<file path="src/rtl/rom_burst_reader.sv">
`default_nettype none
// ============================================================================
//  Module      : rom_burst_reader
//  Description : Burst read initiator for a single-port synchronous ROM with
//                1-cycle read latency; streams words out through a 2-entry
//                skid FIFO on a valid/ready interface with backpressure.
//  Revision    : 1.0 - initial release
// ============================================================================
module rom_burst_reader #(
    parameter int WIDTH      = 16,
    parameter int ADDRWIDTH  = 8,
    parameter int FIFO_DEPTH = 2
) (
    input  logic                 clk,
    input  logic                 rst,
    input  logic                 start,
    input  logic [ADDRWIDTH-1:0] base_addr,
    input  logic [ADDRWIDTH:0]   length,
    output logic                 busy,
    output logic                 done,
    output logic                 rom_en,
    output logic [ADDRWIDTH-1:0] rom_addr,
    input  logic [WIDTH-1:0]     rom_dout,
    output logic [WIDTH-1:0]     m_data,
    output logic                 m_valid,
    input  logic                 m_ready
);

    localparam int CW = $clog2(FIFO_DEPTH + 1);
    localparam int PW = $clog2(FIFO_DEPTH);
    localparam logic [CW:0]   c_depth_ext = (CW + 1)'(FIFO_DEPTH);
    localparam logic [CW-1:0] c_full      = CW'(FIFO_DEPTH);

    typedef enum logic [1:0] {
        S_IDLE   = 2'd0,
        S_FETCH  = 2'd1,
        S_DRAIN  = 2'd2,
        S_FINISH = 2'd3
    } state_t;

    state_t                 state_q, state_d;
    logic [ADDRWIDTH-1:0]   base_q, base_d;
    logic [ADDRWIDTH:0]     len_q, len_d;
    logic [ADDRWIDTH:0]     issued_q, issued_d;
    logic [ADDRWIDTH:0]     returned_q, returned_d;
    logic                   inflight_q, inflight_d;
    logic [CW-1:0]          count_q, count_d;
    logic [PW-1:0]          wr_ptr_q, wr_ptr_d;
    logic [PW-1:0]          rd_ptr_q, rd_ptr_d;
    logic [WIDTH-1:0]       mem_q [FIFO_DEPTH];
    logic [WIDTH-1:0]       mem_d [FIFO_DEPTH];

    logic                   pop;
    logic                   push;
    logic                   issue;
    logic [CW:0]            occupancy;

    // Stream side, FIFO head, handshake and issue gating
    always_comb begin
        m_valid   = (count_q != '0);
        m_data    = mem_q[rd_ptr_q];
        pop       = m_valid & m_ready;
        push      = inflight_q;
        // Slots already committed: stored words plus the word still in the
        // ROM pipeline, less the one leaving this cycle.
        occupancy = {1'b0, count_q} + (CW + 1)'(inflight_q) - (CW + 1)'(pop);
        issue     = (state_q == S_FETCH) && (issued_q < len_q) && (occupancy < c_depth_ext);
        rom_en    = issue;
        rom_addr  = issue ? (base_q + issued_q[ADDRWIDTH-1:0]) : '0;
        busy      = (state_q != S_IDLE);
        done      = (state_q == S_FINISH);
    end

    // Next-state: FSM, counters and FIFO bookkeeping
    always_comb begin
        state_d    = state_q;
        base_d     = base_q;
        len_d      = len_q;
        issued_d   = issued_q;
        returned_d = returned_q;
        inflight_d = issue;
        count_d    = count_q;
        wr_ptr_d   = wr_ptr_q;
        rd_ptr_d   = rd_ptr_q;
        mem_d      = mem_q;

        if (push) begin
            mem_d[wr_ptr_q] = rom_dout;
            wr_ptr_d        = wr_ptr_q + 1'b1;
            returned_d      = returned_q + 1'b1;
        end
        if (pop) begin
            rd_ptr_d = rd_ptr_q + 1'b1;
        end
        if (push && !pop) begin
            count_d = count_q + 1'b1;
        end else if (!push && pop) begin
            count_d = count_q - 1'b1;
        end
        if (issue) begin
            issued_d = issued_q + 1'b1;
        end

        case (state_q)
            S_IDLE: begin
                if (start) begin
                    base_d     = base_addr;
                    len_d      = length;
                    issued_d   = '0;
                    returned_d = '0;
                    state_d    = (length == '0) ? S_FINISH : S_FETCH;
                end
            end
            S_FETCH: begin
                if (issue && (issued_d == len_q)) begin
                    state_d = S_DRAIN;
                end
            end
            S_DRAIN: begin
                if ((returned_d == len_q) && (count_d == '0)) begin
                    state_d = S_FINISH;
                end
            end
            S_FINISH: begin
                state_d = S_IDLE;
            end
            default: begin
                state_d = S_IDLE;
            end
        endcase
    end

    // State registers with asynchronous clear
    always_ff @(posedge clk or posedge rst) begin
        if (rst) begin
            state_q    <= S_IDLE;
            base_q     <= '0;
            len_q      <= '0;
            issued_q   <= '0;
            returned_q <= '0;
            inflight_q <= 1'b0;
            count_q    <= '0;
            wr_ptr_q   <= '0;
            rd_ptr_q   <= '0;
            mem_q      <= '{default: '0};
        end else begin
            state_q    <= state_d;
            base_q     <= base_d;
            len_q      <= len_d;
            issued_q   <= issued_d;
            returned_q <= returned_d;
            inflight_q <= inflight_d;
            count_q    <= count_d;
            wr_ptr_q   <= wr_ptr_d;
            rd_ptr_q   <= rd_ptr_d;
            mem_q      <= mem_d;
        end
    end

    // The issue gating must make a push into a full FIFO impossible
    a_no_overflow : assert property (@(posedge clk) disable iff (rst)
        !(push && !pop && (count_q == c_full)));

endmodule
`default_nettype wire
</file>
<file path="config.mk">
export PLATFORM = sky130hd
export DESIGN_NAME = rom_burst_reader
export DESIGN_NICKNAME = d
export VERILOG_FILES = /design/src/rtl/rom_burst_reader.sv
export SDC_FILE = /design/constraint.sdc
export NUM_CORES = 1
export LEC_CHECK = 0
export ABC_AREA = 1
export CAP_MARGIN = 5
export CORE_ASPECT_RATIO = 2
export CORE_MARGIN = 1.5
export CORE_UTILIZATION = 34
export DETAILED_ROUTE_END_ITERATION = 10
export PLACE_DENSITY_LB_ADDON = 0.05
export RECOVER_POWER = 25
export SYNTH_ARGS = -nofsm -noshare
export SYNTH_HDL_FRONTEND = slang
export SYNTH_SLANG_ARGS = --single-unit
</file>
<file path="constraint.sdc">
create_clock -name clk -period 3.25 [get_ports clk]
set_input_delay 0.325 -clock clk [delete_from_list [all_inputs] [get_ports clk]]
set_output_delay 0.325 -clock clk [all_outputs]
set_load 0.02 [all_outputs]
</file>
* Yosys cells after proc, flatten, opt, wreduce, memory -nomap -nowiden *
Cells that the tools add are included.

word-level totals
  flip-flop bits (word level) = 74
  input bits = 37
  output and inout bits = 28
  logic and storage cells = 72

cells by class
  add/sub/neg operators = 9
  magnitude comparators = 5
  eq/ne operators = 8
  muxes and demuxes = 20
  bitwise logic cells = 3
  reduce and logical (&&, ||, !) cells = 16

operators with widths
  operator                                                  count
  two-way mux 16 bit                                        4
  two-way mux 9 bit                                         6
  bitwise mux 32 bit                                        1
  adder 9 x 1 -> 9 bit, second input constant               2
  equality test 9 bit                                       2
  demux 16 bit (select 1 bit)                               1
  two-way mux 2 bit                                         6
  zero test 9 bit                                           1
  < comparator 9 bit                                        1
  adder 8 bit                                               1
  two-way mux 8 bit                                         1
  one-hot mux 2 bit (4 select lines)                        1
  logical AND 1 bit                                         7
  equality test 2 bit, second input constant                2
  greater-or-equal comparator 2 bit, second input constant  2
  zero test 2 bit                                           2
  inequality test 2 bit, second input constant              2
  inverter 1 -> 2 bit                                       2
  nonzero test 2 bit                                        2
  adder 2 x 1 -> 3 bit                                      1
  < comparator 3 x 2 -> 1 bit, second input constant        1
  AND reduction 3 bit                                       1
  subtractor 3 x 1 -> 3 bit                                 1
  adder 1 bit, second input constant                        2
  8 further kinds                                           9

* Logic depth before layout (Yosys ltp) *
Gate-level depths: netlist of run 1.

  depth in word-level cells = 10
  depth in mapped cells = 25
  mapped depth without buffers = 25

* Worst setup path after synthesis of run 1 *
No wires, ideal clock.

  path type = reg2out
  start point = register count_q[1]
  end point = output port rom_addr[3]
  arrival time = 2.808 ns
  data required time = 2.925 ns
  path slack = 0.117 ns
  stages on the path, launching flop included = 15
  path buffers = 1
  cell sequence = dfrtp_1 inv_2 ha_1 inv_2 nand2_1 nor2_1 o21ai_0 fa_1 inv_1 nor2_1 nand2_1 inv_1 nand3_4 buf_12 nor3_1

on the way
  cells in the longest elaborated chain, start to end = 6
  elaborated cells on any way between the ends = 7
  those cells by class = add/sub (2); order compare (1); mux (1); bitwise (1); reduce/logical (2)

ends and longest elaborated chain
  what                         line  text
  from (decl)                  47    logic [CW-1:0] count_q, count_d;
  from (signal assigned)       153   count_q <= count_d;
  nonzero test 2 bit           60    m_valid = (count_q != '0);
  net m_valid                  25    output logic m_valid,
  AND 1 bit                    62    pop = m_valid & m_ready;
  subtractor 3 x 1 -> 3 bit    66    occupancy = {1'b0, count_q} + (CW + 1)'(inflight_q) - (CW + 1)'(pop);
  < comparator 3 x 2 -> 1 bit  67    issue = (state_q == S_FETCH) && (issued_q < len_q) && (occupancy < c_depth_ext);
  logical AND 1 bit            67
  two-way mux 8 bit            69    rom_addr = issue ? (base_q + issued_q[ADDRWIDTH-1:0]) : '0;
  to (decl)                    22    output logic [ADDRWIDTH-1:0] rom_addr,

The timed path passes the listed nets, and every way through them passes these cells.

* Worst setup path after layout of run 1 *
  start point = register count_q[0]
  end point = output port rom_addr[0]

on the way
  cells in the longest elaborated chain, start to end = 6
  elaborated cells on any way between the ends = 7
  those cells by class = add/sub (2); order compare (1); mux (1); bitwise (1); reduce/logical (2)

ends and longest elaborated chain
  what                                                                          line
  parallel branches: the longest is 2 deep, another holds adder 2 x 1 -> 3 bit  --
  subtractor 3 x 1 -> 3 bit (*)                                                 66
  < comparator 3 x 2 -> 1 bit (*)                                               67
  logical AND 1 bit (*)                                                         67
  two-way mux 8 bit (*)                                                         69

Mark *: on every way between the ends.

==> metrics, run 1 <==
top cell types by occurrence after synthesis sky130_fd_sc_hd__nand2_1, sky130_fd_sc_hd__dfrtp_1, sky130_fd_sc_hd__inv_1; CP dominant cell by count sky130_fd_sc_hd__inv_2; Slew Viols, Final 0; starting utilization of the core area 0.347; post-synthesis share of cell area spent on xor and xnor gates 0.0273; count of distinct cell types in the synthesized netlist 35; maximum fanout count along the critical path 4; detailed-route wire length 12.1 mm; post-synthesis simple-gate area fraction 0.318; fraction of final layout cells sized beyond drive strength 1 0.155; setup tns final 0 ns; critical path startpoint category flop; largest buffer count on any clock path 2; Crit path arrival time around 2.8 ns; syn_nets 668; TritonCTS clock tree built; Finish-stage setup viols 0; Seq cells post-synth 74; post-synth top area cell sky130_fd_sc_hd__dfrtp_1; sinks on the clock net 74; number of detailed-route iterations in the first pass 4; startpoint-to-endpoint class of the critical path flop to output port; top-level I/O count 65; HP Class flop to flop; iteration-0 DRC count of the detailed router 136; highest cell delay on the worst timing path 0.54 ns; average size of a mapped cell 7.40 um^2; total via count in the routed design 4,062; proportion of synthesized chip area in sequential cells 0.413; leading cell type by number of instances after synthesis sky130_fd_sc_hd__nand2_1; Clk Tree Root Cell sky130_fd_sc_hd__clkbuf_16; insertion delay to the later sink of the worst-skew pair 0.33 ns; signed area change from the synthesized netlist to the final layout 30.8%; clock tree skew after final layout around 0.0046 ns; proportion of synthesized area in mux cells 0.00223; Worst IR Drop VDD 0.570 mV; CP endpoint kind output port; Post-Syn Area around 0.0045 mm^2; level count of the clock H-tree 3; Max-Slew Margin vs Limit 0.188; fraction of synthesis flops using an asynchronous set or reset pin 1.00; outcome complete, no violations; pwr/cell area 989 mW/mm^2; routability congestion estimate from global placement approximately 0.82; half-perimeter wire length after placement ~9 mm; RSZ-0062 raised after global routing yes; Static Leak 0.00306 uW; fraction of the mapped netlist area in compound gates 0.0756; DRC violations left 0; vias in the first global route 4,103; layout net count 759; f_max 0.319 GHz; detailed-route vias per instance approximately 4.8; Die Width 84.2 um; Register Area 0.00185 mm^2; antenna cells 0; gr usage total 0.184; global route overflow 0; top cells by area in the synthesized netlist sky130_fd_sc_hd__dfrtp_1, sky130_fd_sc_hd__nand2_1, sky130_fd_sc_hd__ha_1, sky130_fd_sc_hd__inv_1, sky130_fd_sc_hd__o21ai_0; main combinational cell family by area after synthesis simple AND/OR/NAND/NOR gates; post-synth top area share 0.413; wire length of the first global-routing pass between 15 and 20 mm; area share of fa/ha/maj cells after synthesis 0.0731; Placeable Area 0.0129 mm^2; synthesis warning total 0; number of I/O port buffers 64; remaining antenna violation count 0; vertical extent of the die 165 um; final hold violations 0; list of cells traversed by the critical path inv_2 -> ha_4 -> inv_2 -> nand2_4 -> inv_2 -> nor2_4 -> o21ai_2 -> fa_2 -> inv_1 -> nor2_1 -> nand2_1 -> inv_2 -> nand3_4 -> clkbuf_16 -> nor2_1 -> clkdlybuf4s15_2; Die ar. about 0.014 mm^2; number of buffers created by CTS 9; max-cap check violation count 0; Critical-path top delay cell sky130_fd_sc_hd__fa_2; clock transition time at the flip-flop clock pins of the worst setup and hold paths 0.06 ns; Req. time, crit path 2.92 ns; area taken by multi-input logic gates 0.00228 mm^2; Worst Slack Setup Final between 0.1 and 0.15 ns; Least-Margin Pin Slew roughly 1.2 ns; EDFF count, synth 0; number of fill cells in the layout 1,318; Main synth FF type sky130_fd_sc_hd__dfrtp_1; number of rows created at floorplan 59; Gate Count Post-Synth 606; time the worst path needs with I/O delays and setup 3.13 ns; Avg WL per Cell 14.2 um; maximum number of pins on one net before global-route repair 48; antenna violations before repair 0; Placement Setup Slack -0.132 ns; post-route clock period utilization 0.963
routing by layer:
layer / part of all wire / up-vias / GRT usage
met1: 0.38 / 1904 / 0.187
met4: 0.032 / 0 / 0.0820
li1: - / 2060 / -
met3: 0.029 / 21 / 0.0328
met2: 0.56 / 77 / 0.358
met5: 0 / - / 0
what timing repair did:
action / CTS / global route
gates resized for setup: 30 / 27
cloned: 0 / 1
setup buffers: 0 / 3
hold buffers: 0 / 0
pin swaps: 0 / 11
endpoints found under the setup margin: 9 / 11
endpoints found under the hold margin: 0 / 0
worst max-delay path: cells and delay by family (launching register included):
family | cells | cell delay [ns]
adder cells (fa/ha/maj) | 2 | 0.67
flip-flops | 1 | 0.40
AO/OA/AOI/OAI | 1 | 0.09
buffers and inverters | 7 | 0.77
AND/OR/NAND/NOR | 6 | 0.55
cells by family after synthesis:
| logic type | count (synthesis) |
|---|---|
| xor gates and xnor gates | 14 |
| DFF | 74 |
| adders and majority gates | 25 |
| muxes | 1 |
| and+or+nand+nor | 326 |
| AOI/OAI and AO/OA | 64 |
| buffers and inverters | 102 |
power by group:
group / leakage, uW / internal [uW] / switching (uW)
logic: 0.00197 / 1280 / 1750
registers: 0.000920 / 1310 / 293
clock network: 0.000169 / 750 / 405
total: 0.00306 / 3350 / 2450
through the flow:
step	hold slack, ns	cells	area, um^2	power [uW]	util
2_1_floorplan	0.435	606	4490	3430	-
3_3_place_gp	0.467	834	5460	4530	0.423
3_5_place_dp	0.474	834	5460	4590	0.423
4_1_cts	0.451	850	5790	5770	0.448
5_1_grt	0.507	854	5870	6330	0.454
6_report	0.484	854	5870	5800	0.454
cells in the final DEF, fill, tap and decap left out, types with 3 or more instances in the layout:
master,count
sky130_fd_sc_hd__o21ai_0,48
sky130_fd_sc_hd__clkdlybuf4s50_1,54
sky130_fd_sc_hd__nand3_1,20
sky130_fd_sc_hd__a21oi_1,10
sky130_fd_sc_hd__xor2_1,12
sky130_fd_sc_hd__buf_2,6
sky130_fd_sc_hd__dfrtp_1,74
sky130_fd_sc_hd__ha_1,22
sky130_fd_sc_hd__nand2_4,6
sky130_fd_sc_hd__clkbuf_16,10
sky130_fd_sc_hd__or2_2,3
sky130_fd_sc_hd__nand2_2,16
sky130_fd_sc_hd__buf_4,29
sky130_fd_sc_hd__nor2_1,44
sky130_fd_sc_hd__inv_2,11
sky130_fd_sc_hd__nand2_1,206
sky130_fd_sc_hd__bufinv_16,3
sky130_fd_sc_hd__nand4_1,17
sky130_fd_sc_hd__inv_1,71
sky130_fd_sc_hd__nor2_2,5
cell type report:
type / count / share of cell area
well taps: 152 / 0.0324
flip-flops and latches: 74 / 0.316
multi-input cells: 430 / 0.388
inverters: 85 / 0.0548
clock buffers: 9 / 0.0384
clock inverters: 7 / 0.0201
repair buffers: 97 / 0.150
flip-flops by register name (all words and copies together), names as in the netlist:
name	flops
base_q	8
count_q	2
inflight_q	1
issued_q	9
len_q	9
mem_q	32
rd_ptr_q	1
returned_q	9
state_q	2
wr_ptr_q	1
final timing paths:
path | startpoint | to | slack (ns) | depth (start not counted)
min reg2reg | mem_q[12] | mem_q[12] | 0.48 | 2
min in group asynchronous | rst | mem_q[21] | 0.75 | 2
min | mem_q[12] | mem_q[12] | 0.48 | 2
max | count_q[0] | rom_addr[0] | 0.12 | 16
max in group asynchronous | rst | issued_q[8] | 0.69 | 3
max reg2reg | count_q[0] | state_q[0] | 0.14 | 24
Note: power is estimated with default switching activity, not from simulation.
==> run 2, diff against run 1 <==
Settings changed: CAP_MARGIN 5 to default.
==> results of run 2 <==
No change in the layout: final DEF, timing and power equal those of run 1.
==> run 3, diff against run 2 <==
Settings changed: CORE_UTILIZATION 34 to 55, GPL_TIMING_DRIVEN from default to 0.
==> run 3 against run 2 <==
The flow now finishes with violations (capacitance limit, slew limit). Clock skew increased by 0.0011 ns. Utilization increased by 25 points. Cell area decreased by 4.4%. Sequential power about the same. Die area decreased by 37%. Combinational power decreased by 3%. Worst hold slack about the same. Setup slack improved by 0.025 ns. Maximum frequency increased by 0.79%. Critical endpoint is now rom_addr[4].
==> metrics, run 3 (synthesized netlist as in run 1, its figures left out) <==
Max-Slew Margin vs Limit -0.0000988; number of rows created at floorplan 46; Placeable Area between 0.007 and 0.008 mm^2; Worst IR Drop VDD 0.529 mV; post-route clock period utilization 0.955; highest cell delay on the worst timing path roughly 0.48 ns; level count of the clock H-tree 3; Die Width between 60 and 70 um; number of buffers created by CTS 9; Slew Viols, Final 6; gr usage total 0.289; final hold violations 0; most common cell after layout, fill and taps aside sky130_fd_sc_hd__nand2_1; wire length of the first global-routing pass 18.6 mm; Worst Slack Setup Final 0.145 ns; Clk Tree Root Cell sky130_fd_sc_hd__clkbuf_16; clock transition time at the flip-flop clock pins of the worst setup and hold paths 0.05 ns; Bufs and invs on worst path 7; clock tree skew after final layout 0.00568 ns; detailed-route wire length 11.5 mm; CP endpoint kind output port; outcome finished, violations left; Die ar. 0.00874 mm^2; Req. time, crit path ~3 ns; setup tns final 0 ns; half-perimeter wire length after placement 8.68 mm; instance count after placement with tap cells included 767; starting utilization of the core area 0.565; net switching power figure approximately 2400 uW; total via count in the routed design 4,122; Crit path arrival time approximately 2.8 ns; vertical extent of the die 131 um; Clk network pwr share 0.166; number of detailed-route iterations in the first pass 4; failing checks capacitance limit, slew limit; insertion delay to the later sink of the worst-skew pair 0.34 ns; antenna cells 0; Least-Margin Pin Slew between 1.5 and 2 ns; flip-flop count of the largest register, all copies and words added 32; fraction of final layout cells sized beyond drive strength 1 0.112; antenna violations before repair 0; max-cap check violation count 1; DRC violations left 0; Finish-stage setup viols 0; final cell utilization of the core 0.706; worst hold margin 0.484 ns; most frequent cells in the layout sky130_fd_sc_hd__nand2_1, sky130_fd_sc_hd__dfrtp_1, sky130_fd_sc_hd__inv_1; global route overflow 0; maximum number of pins on one net before global-route repair 62; number of I/O port buffers 64; signed area change from the synthesized netlist to the final layout 25.0%; sinks on the clock net 74; f_max between 0.3 and 0.4 GHz; TritonCTS clock tree built; Pint between 3000 and 4000 uW; Static Leak 0.00293 uW; startpoint-to-endpoint class of the critical path flop to output port; routability congestion estimate from global placement 0.883; iteration-0 DRC count of the detailed router approximately 210; CP top delay family buffers and inverters; Avg WL per Cell 14.6 um; maximum fanout count along the critical path 10; layout net count 752; detailed-route vias per instance 5.21; list of cells traversed by the critical path inv_2 -> ha_4 -> inv_2 -> nand2_4 -> inv_2 -> nor2_4 -> o21ai_2 -> fa_1 -> inv_1 -> nor2_1 -> nand2_2 -> inv_4 -> nand3_4 -> clkinv_8 -> nand2_1 -> nor2_1 -> clkdlybuf4s15_2; time the worst path needs with I/O delays and setup 3.11 ns; remaining antenna violation count 0; Placement Setup Slack -0.564 ns; pwr/cell area 972 mW/mm^2; Flop pwr share 0.291; proportion of total power due to net switching 0.445; vias in the first global route 4,101; Largest Register mem_q; Critical-path top delay cell sky130_fd_sc_hd__fa_1; final standard cell count with taps included and fillers excluded about 800; top-level I/O count 65; CP dominant cell by count sky130_fd_sc_hd__inv_2; HP Class flop to flop; critical path startpoint category flop; largest buffer count on any clock path 2; share of total power in combinational logic 0.543
## run 3: cell types whose count changed in the layout (fill, tap and decap cells not counted), sizes merged
cell / change
bufinv: -3
clkdlybuf4s15: -1
dlygate4sd2: +1
clkinvlp: +2
inv: -2
clkbuf: +16
buf: -18
clkinv: -2
## run 3: power by group through the flow
stage	Combinational, uW	Sequential (uW)	Clock (uW)
6_report	2960	1590	907
5_1_grt	3320	1630	947
4_1_cts	2880	1580	914
3_5_place_dp	2810	1600	0
3_3_place_gp	2720	1570	0
2_1_floorplan	1910	1520	0
## run 3: timing repair
action,in CTS,in global routing
resized for setup,39,11
hold endpoints to repair,0,0
pin swaps,1,7
cloned,0,0
endpoints found under the setup margin,11,11
hold buffers,0,0
buffers inserted,4,4
## run 3: layer usage
layer  wire length (um)  global-route usage  part of all wire
met1               3770               0.261              0.33
met2               6580               0.556              0.57
met3                417              0.0437             0.036
met4                754               0.199             0.065
met5                  0                   0                 0
## run 3: final timing paths
check,startpoint,to,slack (ns),depth (start not counted)
min in group asynchronous,rst,returned_q[1],0.50,2
min reg2reg,mem_q[1],mem_q[1],0.48,2
max reg2reg,count_q[0],state_q[1],0.15,24
max,count_q[0],rom_addr[4],0.14,17
max in group asynchronous,rst,base_q[7],0.90,3
min,mem_q[1],mem_q[1],0.48,2
## run 3: stage by stage
step | area, um^2 | power [uW]
after global routing | 5610 | 5900
after global placement | 5250 | 4290
final | 5610 | 5450
after floorplan | 4490 | 3430
after detailed placement | 5280 | 4410
after CTS | 5560 | 5380
## run 3: cell type report
type	count	area (um^2)
multi-input cells	430	2260
clock inverters	2	12.5
repair buffers	73	683
clock buffers	14	254
flip-flops and latches	74	1850
well taps	96	120
inverters	85	335
fillers	688	2330
plain buffers	17	87.6
## run 3: worst register-to-register path, delay by kind of cell (launching register included)
| family | cells | cell delay, ns |
|---|---|---|
| simple gates | 15 | 1.37 |
| fa+ha+maj | 2 | 0.63 |
| buf+inv | 6 | 0.52 |
| flops | 1 | 0.40 |
| compound gates | 1 | 0.08 |
